File: config.mk
export PLATFORM = sky130hd
export DESIGN_NAME = imem_loader_flat
export DESIGN_NICKNAME = d
export VERILOG_FILES = /design/src/rtl/imem_loader_pkg.sv /design/src/rtl/imem_loader_if.sv /design/src/rtl/imem_loader.sv /design/src/flat_wrapper.sv
export SDC_FILE = /design/constraint.sdc
export NUM_CORES = 1
export LEC_CHECK = 0
export ABC_AREA = 0
export BUFFER_PORTS_ARGS = -buffer_cell sky130_fd_sc_hd__buf_2
export CAP_MARGIN = 30
export CORE_UTILIZATION = 54
export DETAILED_ROUTE_END_ITERATION = 12
export PLACE_DENSITY = 0.74
export REMOVE_ABC_BUFFERS = 1
export SYNTH_ARGS = -nofsm -noshare
export SYNTH_HDL_FRONTEND = slang
export SYNTH_SLANG_ARGS = --single-unit
File: constraint.sdc
create_clock -name clk -period 4.2 [get_ports clk]
set_input_delay 0.63 -clock clk [delete_from_list [all_inputs] [get_ports clk]]
set_output_delay 0.63 -clock clk [all_outputs]
set_load 0.005 [all_outputs]
File: src/rtl/imem_loader_pkg.sv
// Shared types and sizing for the boot-time instruction memory loader.
// MEM_BYTES is the single source of truth for instruction memory capacity.
package imem_loader_pkg;

    localparam int unsigned ADDR_W    = 32;
    localparam int unsigned LEN_W     = 32;
    localparam int unsigned DATA_W    = 8;
    localparam int unsigned LEN_BYTES = 4;
    localparam int unsigned IDX_W     = $clog2(LEN_BYTES);
    localparam int unsigned MEM_BYTES = 2**16;

    typedef enum logic [2:0] {
        IDLE,
        LEN,
        DATA,
        DONE,
        ERR
    } loader_state_t;

endpackage

File: src/rtl/imem_loader_if.sv
// Loader bus: stream input handshake, byte write port to imem, and status.
// The slave modport is the loader; the master modport is its environment.
interface imem_loader_if #(
    parameter int unsigned ADDRESS_WIDTH = imem_loader_pkg::ADDR_W
);
    import imem_loader_pkg::*;

    logic                     start;
    logic                     in_valid;
    logic [DATA_W-1:0]        in_data;
    logic                     in_ready;
    logic                     wr_en;
    logic [ADDRESS_WIDTH-1:0] wr_addr;
    logic [DATA_W-1:0]        wr_data;
    logic                     cpu_hold;
    logic                     done;
    logic                     err;

    modport master (
        output start, in_valid, in_data,
        input  in_ready, wr_en, wr_addr, wr_data, cpu_hold, done, err
    );

    modport slave (
        input  start, in_valid, in_data,
        output in_ready, wr_en, wr_addr, wr_data, cpu_hold, done, err
    );

endinterface

File: src/rtl/imem_loader.sv
// Length-prefixed byte stream loader: writes payload into imem from address 0
// while holding the CPU in reset until the whole program is in place.
module imem_loader #(
    parameter int unsigned ADDRESS_WIDTH = imem_loader_pkg::ADDR_W,
    parameter int unsigned MEM_BYTES     = imem_loader_pkg::MEM_BYTES
) (
    input logic          clk,
    input logic          rst,
    imem_loader_if.slave bus
);
    import imem_loader_pkg::*;

    loader_state_t            state_q, state_d;
    logic [IDX_W-1:0]         idx_q, idx_d;
    logic [LEN_W-1:0]         len_q, len_d, len_shift;
    logic [ADDRESS_WIDTH-1:0] cnt_q, cnt_d;
    logic [ADDRESS_WIDTH-1:0] wr_addr_q, wr_addr_d;
    logic [DATA_W-1:0]        wr_data_q, wr_data_d;
    logic                     wr_en_q, wr_en_d;
    logic                     in_ready_q, in_ready_d;
    logic                     cpu_hold_q, cpu_hold_d;
    logic                     done_q, done_d;
    logic                     err_q, err_d;
    logic                     xfer;

    assign xfer = bus.in_valid && in_ready_q;

    // Next-state, length assembly, write port and status flags.
    always_comb begin
        state_d   = state_q;
        idx_d     = idx_q;
        len_d     = len_q;
        cnt_d     = cnt_q;
        wr_en_d   = 1'b0;
        wr_addr_d = wr_addr_q;
        wr_data_d = wr_data_q;
        len_shift = len_q;
        len_shift[DATA_W*idx_q +: DATA_W] = bus.in_data;

        case (state_q)
            IDLE, DONE, ERR: begin
                if (bus.start) begin
                    state_d = LEN;
                    idx_d   = '0;
                    len_d   = '0;
                    cnt_d   = '0;
                end
            end
            LEN: begin
                if (xfer) begin
                    len_d = len_shift;
                    idx_d = idx_q + IDX_W'(1);
                    if (idx_q == IDX_W'(LEN_BYTES - 1)) begin
                        if (len_shift == '0) begin
                            state_d = DONE;
                        end else if (len_shift > LEN_W'(MEM_BYTES)) begin
                            state_d = ERR;
                        end else begin
                            state_d = DATA;
                        end
                    end
                end
            end
            DATA: begin
                if (xfer) begin
                    wr_en_d   = 1'b1;
                    wr_addr_d = cnt_q;
                    wr_data_d = bus.in_data;
                    cnt_d     = cnt_q + ADDRESS_WIDTH'(1);
                    if (cnt_q == ADDRESS_WIDTH'(len_q) - ADDRESS_WIDTH'(1)) begin
                        state_d = DONE;
                    end
                end
            end
            default: state_d = IDLE;
        endcase

        // Flags follow the state being entered so they are plain flops.
        in_ready_d = (state_d == LEN) || (state_d == DATA);
        cpu_hold_d = (state_d == LEN) || (state_d == DATA) || (state_d == ERR);
        done_d     = (state_d == DONE);
        err_d      = (state_d == ERR);
    end

    always_ff @(posedge clk) begin
        if (rst) begin
            state_q    <= IDLE;
            idx_q      <= '0;
            len_q      <= '0;
            cnt_q      <= '0;
            wr_en_q    <= 1'b0;
            wr_addr_q  <= '0;
            wr_data_q  <= '0;
            in_ready_q <= 1'b0;
            cpu_hold_q <= 1'b0;
            done_q     <= 1'b0;
            err_q      <= 1'b0;
        end else begin
            state_q    <= state_d;
            idx_q      <= idx_d;
            len_q      <= len_d;
            cnt_q      <= cnt_d;
            wr_en_q    <= wr_en_d;
            wr_addr_q  <= wr_addr_d;
            wr_data_q  <= wr_data_d;
            in_ready_q <= in_ready_d;
            cpu_hold_q <= cpu_hold_d;
            done_q     <= done_d;
            err_q      <= err_d;
        end
    end

    assign bus.in_ready = in_ready_q;
    assign bus.wr_en    = wr_en_q;
    assign bus.wr_addr  = wr_addr_q;
    assign bus.wr_data  = wr_data_q;
    assign bus.cpu_hold = cpu_hold_q;
    assign bus.done     = done_q;
    assign bus.err      = err_q;

endmodule

File: src/flat_wrapper.sv
// flat-port wrapper written by rule: the top's interface ports become plain ports
module imem_loader_flat import imem_loader_pkg::*;
#(
    parameter int unsigned ADDRESS_WIDTH = imem_loader_pkg::ADDR_W,
    parameter int unsigned MEM_BYTES     = imem_loader_pkg::MEM_BYTES
)
  (clk, rst, bus_start, bus_in_valid, bus_in_data, bus_in_ready, bus_wr_en, bus_wr_addr, bus_wr_data, bus_cpu_hold, bus_done, bus_err);
  imem_loader_if #(.ADDRESS_WIDTH(ADDRESS_WIDTH)) bus_i ();
  input logic clk;
  input logic rst;
  input wire logic [$bits(bus_i.start)-1:0] bus_start;
  input wire logic [$bits(bus_i.in_valid)-1:0] bus_in_valid;
  input wire logic [$bits(bus_i.in_data)-1:0] bus_in_data;
  output wire logic [$bits(bus_i.in_ready)-1:0] bus_in_ready;
  output wire logic [$bits(bus_i.wr_en)-1:0] bus_wr_en;
  output wire logic [$bits(bus_i.wr_addr)-1:0] bus_wr_addr;
  output wire logic [$bits(bus_i.wr_data)-1:0] bus_wr_data;
  output wire logic [$bits(bus_i.cpu_hold)-1:0] bus_cpu_hold;
  output wire logic [$bits(bus_i.done)-1:0] bus_done;
  output wire logic [$bits(bus_i.err)-1:0] bus_err;
  assign bus_i.start = bus_start;
  assign bus_i.in_valid = bus_in_valid;
  assign bus_i.in_data = bus_in_data;
  assign bus_in_ready = bus_i.in_ready;
  assign bus_wr_en = bus_i.wr_en;
  assign bus_wr_addr = bus_i.wr_addr;
  assign bus_wr_data = bus_i.wr_data;
  assign bus_cpu_hold = bus_i.cpu_hold;
  assign bus_done = bus_i.done;
  assign bus_err = bus_i.err;
  imem_loader #(.ADDRESS_WIDTH(ADDRESS_WIDTH), .MEM_BYTES(MEM_BYTES)) u_core (.clk(clk), .rst(rst), .bus(bus_i));
endmodule
# Word level (Yosys, flattened, before mapping)
# Cells that the tools add are included.
# W data, S select, Z words.
# word_totals
out_inout_bits	45
elab_cells	62
regBits	114
# classes
n_eq_ne	13
n_reduce_logical	12
order_cmp	1
n_addsub	4
muxes	18
n_bitwise	1
shift	2
# op_table
operator	n
$pmux W32 S2	2
$mux W32	3
$neg A5 Y34	1
$shift A8 B34 Y32 const A	1
$shiftx A8 B34 Y32	1
$add A32 B1 Y32 const B	1
$bwmux W32	1
$eq A32 B32 Y1	1
$gt A32 B17 Y1 const B	1
$logic_not A32 Y1	1
$sub A32 B1 Y32 const B	1
$mux W3	7
$eq A3 B2 Y1 const B	4
$pmux W3 S3	1
$eq A3 B1 Y1 const B	2
$eq A3 B3 Y1 const B	2
$reduce_and A3 Y1	2
$mux W2	2
$ne A2 B1 Y1 const B	2
$pmux W2 S2	1
$reduce_bool A2 Y1	2
$logic_not A3 Y1	1
$reduce_or A3 Y1	1
$add A2 B1 Y2 const B	1
other kinds (8)	9

# Logic depth before layout (Yosys ltp)
# Gate-level depths: netlist of the first run.
# logic_depth
depth_word	12
ltp_mapped	13
ltp_nobuf	11

# Worst setup path after synthesis of the first run
# No wires, ideal clock.
# synth_path
kind	reg2reg
start	register u_core.len_q[0]
end	register u_core.cpu_hold_q, in the netlist u_core.bus.cpu_hold
path_buffers	2
t_arrival_ps	2923
stages_incl_launch_ff	13
t_required_ps	4081
slack_ps	1158
period_less_slack_ps	3042
path_cell_list	dfxtp_1 inv_1 ha_1 or4b_1 clkbuf_1 clkbuf_1 nor4_1 mux2i_1 a31oi_1 a211oi_1 nand4_1 o31a_1 o221a_1
# synth_via
elab_chain_len	10
elab_cells_between_ends	17
cone_classes	1 x add/sub; 1 x order compare; 4 x eq/ne; 8 x mux; 3 x reduce/logical
# synth_rtl
item	line	rtl
start: declaration	imem_loader.sv:15	logic [LEN_W-1:0] len_q, len_d, len_shift;
start signal: assignment	imem_loader.sv:101	len_q <= len_d;
branches (longest 6 deep; another with $sub A32 B1 Y32)	n/a	
$pmux W3 S3 (*)	imem_loader.sv:40	case (state_q)
$eq A3 B1 Y1 / $eq A3 B2 Y1 (equally long branches)	imem_loader.sv:80	cpu_hold_d = (state_d == LEN) || (state_d == DATA) || (state_d == ERR);
$logic_or A1 B1 Y1	imem_loader.sv:80	
$logic_or A1 B1 Y1 (*)	imem_loader.sv:80	
end signal: assignment	imem_loader.sv:107	cpu_hold_q <= cpu_hold_d;
end: declaration	imem_loader.sv:21	logic cpu_hold_q, cpu_hold_d;
# Every way passes the cells marked *.
# A chain may end at the register's enable or synchronous reset.

# Worst setup path after layout of the first run
# Same ends and word-level chain as after synthesis.

==> results of run 1 <==
==> cells by family after synthesis <==
family	count (synthesis)	synth area share [%]
xor+xnor	69	10.4
flops	114	39.4
buf+inv	61	4.11
simple gates	340	28.3
fa+ha+maj	7	1.51
compound gates	144	15.7
mux	3	0.519
==> worst max-delay path, stage by stage, from the launching register on <==
cell	delay, ns
dfxtp_1	0.36
inv_1	0.12
ha_1	0.27
or4b_1	0.73
nor4_1	0.59
mux2i_1	0.26
a31oi_1	0.07
a211oi_1	0.22
nand4_1	0.13
o31a_1	0.32
o221a_1	0.29
==> final timing paths <==
path | start | endpoint | slack [ns]
worst max register to register | u_core.len_q[0] | u_core.bus.cpu_hold | 0.73
worst min-delay path | bus_in_data[0] | u_core.bus.wr_data[0] | 0.42
worst min register to register | u_core.bus.wr_addr[24] | u_core.bus.wr_addr[24] | 0.45
worst max-delay path | u_core.len_q[0] | u_core.bus.cpu_hold | 0.73
==> cell usage after synthesis, types with 2 or more instances <==
cell / count
a22oi_1: 20
o31ai_1: 2
nor2_1: 83
o21a_1: 4
a32oi_1: 4
and4b_1: 2
a211oi_1: 7
a31oi_1: 11
or3_1: 13
and3_1: 13
xnor2_1: 33
nor3b_1: 3
buf_1: 2
xor2_1: 36
nand4_1: 17
a21oi_1: 65
mux2i_1: 3
nand3_1: 17
inv_1: 13
nand2_1: 115
nand3b_1: 2
o21ai_1: 2
and2_1: 5
or4_1: 5
nor2b_1: 8
and4_1: 3
dfxtp_1: 114
o21ai_0: 12
ha_1: 7
nor3_1: 30
o22a_1: 2
clkbuf_1: 44
nor4_1: 14
==> stage by stage <==
| stage | util, % | setup WS, ns | std cells |
|---|---|---|---|
| after detailed placement | 59.0 | 0.813 | 889 |
| after CTS | 64.6 | 0.761 | 919 |
| after global routing | 64.6 | 0.533 | 919 |
| after global placement | 58.8 | 0.952 | 888 |
| final | 64.6 | 0.732 | 919 |
| after floorplan | - | -0.0174 | 690 |
==> state kept, by name, indices dropped and copies added, names as in the netlist <==
register and flops:
u_core.bus.wr_addr 32, u_core.cnt_q 32, u_core.len_q 32, u_core.bus.wr_data 8, u_core.state_q 3, u_core.idx_q 2
u_core.bus.cpu_hold 1, u_core.bus.done 1, u_core.bus.err 1, u_core.bus.in_ready 1, u_core.bus.wr_en 1
==> metal layers <==
metal | up-vias | GRT usage, % | part of all wire [%]
met1 | 2549 | 37.6 | 45
met4 | 0 | 13.2 | 2.5
li1 | 2662 | - | -
met2 | 197 | 45.0 | 46
met5 | - | 0 | 0
met3 | 29 | 5.81 | 6.5
==> where the power goes <==
group          switching, mW  internal, mW  total, mW
Sequential           0.00846          1.09       1.10
Combinational          0.121        0.0595      0.180
Clock                  0.489         0.939       1.43
==> layout make-up <==
cell class / instances / area (um^2)
tap: 136 / 170
clock inverter: 10 / 134
clock buffer: 20 / 455
fill: 899 / 3670
sequential: 114 / 2280
multi-input combinational: 563 / 3270
timing repair buffer: 63 / 340
inverter: 13 / 48.8
==> cell usage in the layout (no fill, tap or decap), drive strengths merged, types with 8 or more instances in the layout <==
master and n:
and3 13, xor2 36, nor2 83, clkbuf 20, a21oi 65, o21ai 14
nand3 17, a31oi 11, inv 13, dfxtp 114, nor4 15, nor3 31
buf 63, or3 13, nor2b 8, a22oi 20, nand4 18, nand2 115
xnor2 33
==> results.json, run 1 <==
{
  "outcome": "completed",
  "post-synth-top-area-cell": "dfxtp_1",
  "dieArea_um2": 11100,
  "rsz0062_at_grt": "false",
  "ys_ff_latch": 114,
  "finClkSkew_ns": 0.00956,
  "syn_inst": 738,
  "tightest_slew_ns": 0.792,
  "async_reset_ff_share_pct": 0,
  "wl_per_cell_um": 16.6,
  "synth_area_leaders": "dfxtp_1 39%, nand2_1 7.5%, a21oi_1 5.6%, xor2_1 5.4%, nor2_1 5.4%",
  "setup_viol": 0,
  "min_period_ns": 3.47,
  "worst_ep_required_time_ns": 4.61,
  "grt.overflow.total": 0,
  "grt_antenna_before_repair": 0,
  "ys_types": 60,
  "grt_pass1_vias": 4943,
  "io_pins": 57,
  "rows": 37,
  "cts_tree": "yes",
  "synth_top_flop_cell": "dfxtp_1",
  "worstPathArrival_ns": 3.87,
  "gp_congestion": 0.879,
  "syn_to_final_growth_pct": 15.8,
  "whs_ns": 0.421,
  "start_util_pct": 55.8,
  "drt-initial-drc-count": 312,
  "yosysSeqAreaShare_pct": 39.4,
  "diodes": 0,
  "groute.usage.overall_pct": 28.6,
  "clk_path_buf_depth": 2,
  "drv_slew": 0,
  "fin_area_um2": 6700,
  "crit_path_start_kind": "flip-flop",
  "root_buffer": "clkbuf_8",
  "ctsResizeCount": 0,
  "core_um2": 10400,
  "grt_pass1_wl_um": 24800,
  "peakVddDrop_mv": 0.232,
  "leakage_nw": 2.68,
  "synth_area_um2": 5790,
  "io_buffers": 56,
  "dp_hpwl_um": 10900,
  "ff2ff_path_depth": 10,
  "hold_depth": 3,
  "cts.sinks": 114,
  "htreeDepth": 4,
  "hold_class": "in2reg",
  "vias_per_cell": 5.92,
  "grt_max_degree": 78,
  "fin_setup_tns_ns": 0,
  "routed_wirelength_um": 15300,
  "dpl_cell_area_um2": 6110,
  "path_class": "reg2reg",
  "period_share_pct": 82.6,
  "die_w_um": 106,
  "slew-limit-headroom_pct": 47.2,
  "finalPower_mw": 2.70,
  "clock_latency_ns": 0.52,
  "clkTransAtPathRegs_ns": 0.06,
  "synth_edf_count": 0,
  "cts_setup_buffers": 0,
  "ctsHoldBuffers": 0,
  "netlist.area_leader.share_pct": 39.4,
  "hold_viol_final": 0,
  "max_cap_viol_count": 0,
  "die_height_um": 106,
  "numCtsBuffers": 17,
  "postSynthAreaPerCell_um2": 7.84,
  "final_net_count": 791,
  "drtAntennaViolNets": 0,
  "cellPowerDensity_nw_per_um2": 403,
  "route.vias.total": 5437,
  "endpoint_kind": "flip-flop",
  "drc": 0,
  "drive_above_1_share_pct": 13.0,
  "max_freq_mhz": 288,
  "crit_fanout": 14,
  "ys.warnings.count": 0,
  "dr.pass1.iters": 5
}
No activity file was read; power rests on OpenSTA's default activity.
==> inputs of run 2 (changes only) <==
ABC_AREA = 1   (was 0)
PLACE_DENSITY = 0.76   (was 0.74)
clock period = 3.1 ns   (was 4.2 ns; I/O delays follow)
==> run 2 against run 1 <==
Net effect: wire length grew 26%; setup slack got worse by 0.19 ns; global-route usage is 2.6 points higher; maximum frequency increased by 36%; synthesized area up 19%; sequential share of layout area is 5.1 points lower; largest power group unchanged; die area increased by 19%; flip-flop and latch count unchanged; critical path type unchanged; clock power rose by 43%.
==> results.json, run 2 <==
{
  "ys_types": 40,
  "grt_pass1_vias": 6685,
  "setup_viol": 0,
  "endpoint_kind": "flip-flop",
  "rows": 40,
  "grt_antenna_before_repair": 0,
  "drt-initial-drc-count": 502,
  "switching_power_mw": 1.49,
  "max_cap_viol_count": 0,
  "switching_share_pct": 31.4,
  "start_util_pct": 56.4,
  "cellPowerDensity_nw_per_um2": 599,
  "synth_area_leaders": "dfxtp_1 33%, nand2_1 12%, nor2_1 12%, inv_1 6.4%, o21ai_0 6.3%",
  "intPower_mw": 3.24,
  "netlist.area_leader.share_pct": 33.2,
  "outcome": "completed",
  "ys_ff_latch": 114,
  "dpl_cell_area_um2": 7280,
  "netlist_top_cells_count": "225 x nand2_1, 212 x nor2_1, 118 x inv_1",
  "die_height_um": 115,
  "grt_max_degree": 58,
  "whs_ns": 0.359,
  "fillCellCount": 1169,
  "drv_slew": 0,
  "ctsResizeCount": 0,
  "worstPathArrival_ns": 2.87,
  "cts_tree": "yes",
  "gp_congestion": 0.984,
  "io_pins": 57,
  "layout_commonest_cell": "nand2_1",
  "peakVddDrop_mv": 0.410,
  "grt.overflow.total": 0,
  "yosysSeqAreaShare_pct": 33.2,
  "dp_hpwl_um": 14100,
  "worst_ep_required_time_ns": 3.41,
  "wl_per_cell_um": 14.6,
  "fin_setup_tns_ns": 0,
  "async_reset_ff_share_pct": 0,
  "htreeDepth": 4,
  "ys.warnings.count": 0,
  "cts.sinks": 114,
  "numCtsBuffers": 17,
  "drive_above_1_share_pct": 11.0,
  "max_freq_mhz": 391,
  "hold_viol_final": 0,
  "finClkSkew_ns": 0.00648,
  "clock_latency_ns": 0.42,
  "leakage_nw": 3.51,
  "crit_fanout": 8,
  "clkTransAtPathRegs_ns": 0.05,
  "post-synth-top-area-cell": "dfxtp_1",
  "diodes": 0,
  "crit_path_start_kind": "flip-flop",
  "syn_inst": 1088,
  "vias_per_cell": 5.46,
  "postSynthAreaPerCell_um2": 6.33,
  "clock_power_share_pct": 43.2,
  "routed_wirelength_um": 19200,
  "yosysMostFrequentCell": "nand2_1",
  "pwr-share-seq_pct": 34.1,
  "dr.pass1.iters": 5,
  "die_w_um": 115,
  "synth_edf_count": 0,
  "cts_setup_buffers": 0,
  "io_buffers": 56,
  "synth_area_um2": 6880,
  "syn_to_final_growth_pct": 14.7,
  "rsz0062_at_grt": "false",
  "grt_pass1_wl_um": 32000,
  "drtAntennaViolNets": 0,
  "groute.usage.overall_pct": 31.2,
  "tightest_slew_ns": 0.650,
  "root_buffer": "clkbuf_16",
  "hold_class": "in2reg",
  "slew-limit-headroom_pct": 56.3,
  "final_net_count": 1151,
  "fin_area_um2": 7900,
  "ctsHoldBuffers": 0,
  "drc": 0,
  "route.vias.total": 7159,
  "core_um2": 12200,
  "path_class": "reg2reg",
  "final_cell_mix": "225 x nand2_1, 212 x nor2_1, 117 x inv_1",
  "period_share_pct": 82.4,
  "min_period_ns": 2.55,
  "dieArea_um2": 13200,
  "clk_path_buf_depth": 2,
  "synth_top_flop_cell": "dfxtp_1",
  "combPwrFrac_pct": 22.7
}
-- run 2: cell count changes after synthesis, moves of 12 or more --
cell and delta:
nand3_1 +32, inv_1 +105, o21ai_0 +74, or3_1 -13, nand2_1 +110, and3_1 -12, xnor2_1 -26, a22oi_1 -17
nor2_1 +129, a21oi_1 +19, clkbuf_1 -16
-- run 2: layout make-up --
class | instances | area (um^2) | share of cell area, %
Clock inverter | 11 | 160 | 2.03
Sequential cell | 114 | 2280 | 28.9
Tap cell | 168 | 210 | 2.66
Clock buffer | 20 | 457 | 5.78
Multi-Input combinational cell | 808 | 3960 | 50.2
Inverter | 126 | 478 | 6.05
Timing Repair Buffer | 65 | 348 | 4.41
-- run 2: cells by family after synthesis --
kind of cell / after synthesis / synth area share [%]
fa+ha+maj: 7 / 1.27
buf+inv: 166 / 9.31
simple gates: 554 / 34.6
compound gates: 210 / 16.9
xor+xnor: 37 / 4.71
flops: 114 / 33.2
-- run 2: power groups by stage --
| stage | registers [mW] | logic (mW) | clock network (mW) |
|---|---|---|---|
| floorplan | 1.61 | 0.800 | 0 |
| global placement | 1.64 | 1.04 | 0 |
| global route | 1.62 | 1.22 | 2.13 |
| CTS | 1.61 | 1.06 | 2.06 |
| detailed placement | 1.64 | 1.04 | 0 |
| finish | 1.61 | 1.07 | 2.04 |
-- run 2: worst max-delay path, cell delays in order (launching register included) --
cell     delay, ns
dfxtp_1       0.36
inv_1         0.10
ha_1          0.39
inv_1         0.11
nand3_1       0.23
o21ai_0       0.34
inv_1         0.08
nand2_1       0.07
nor2_1        0.05
nand2_1       0.06
nor2_1        0.04
nand2_1       0.05
nand2_1       0.05
a21oi_1       0.24
nand3_1       0.11
nand3_1       0.11
nand2_1       0.05
-- run 2: stage by stage --
stage	power, mW	util, %	setup slack, ns	instances
after floorplan	2.41	-	0.820	1048
final	4.73	64.7	0.545	1312
after global routing	4.97	64.7	0.294	1312
after detailed placement	2.68	59.6	0.572	1281
after global placement	2.68	59.6	0.607	1281
after CTS	4.73	64.7	0.632	1312
-- run 2: path summary, 6_finish.rpt --
path                          from                     to  slack [ns]  cells past startpoint
max                u_core.idx_q[1]    u_core.bus.cpu_hold        0.55                     16
max reg2reg        u_core.idx_q[1]    u_core.bus.cpu_hold        0.55                     16
min                 bus_in_data[2]  u_core.bus.wr_data[2]        0.36                      3
min reg2reg  u_core.bus.wr_data[3]  u_core.bus.wr_data[3]        0.47                      2
-- run 2: layer usage --
layer / global-route usage (%) / wire (um) / share of wire, %
met5: 0 / 0 / 0
met4: 19.3 / 1020 / 5.3
met2: 49.1 / 8360 / 44
met1: 39.6 / 8520 / 44
met3: 5.96 / 1310 / 6.8
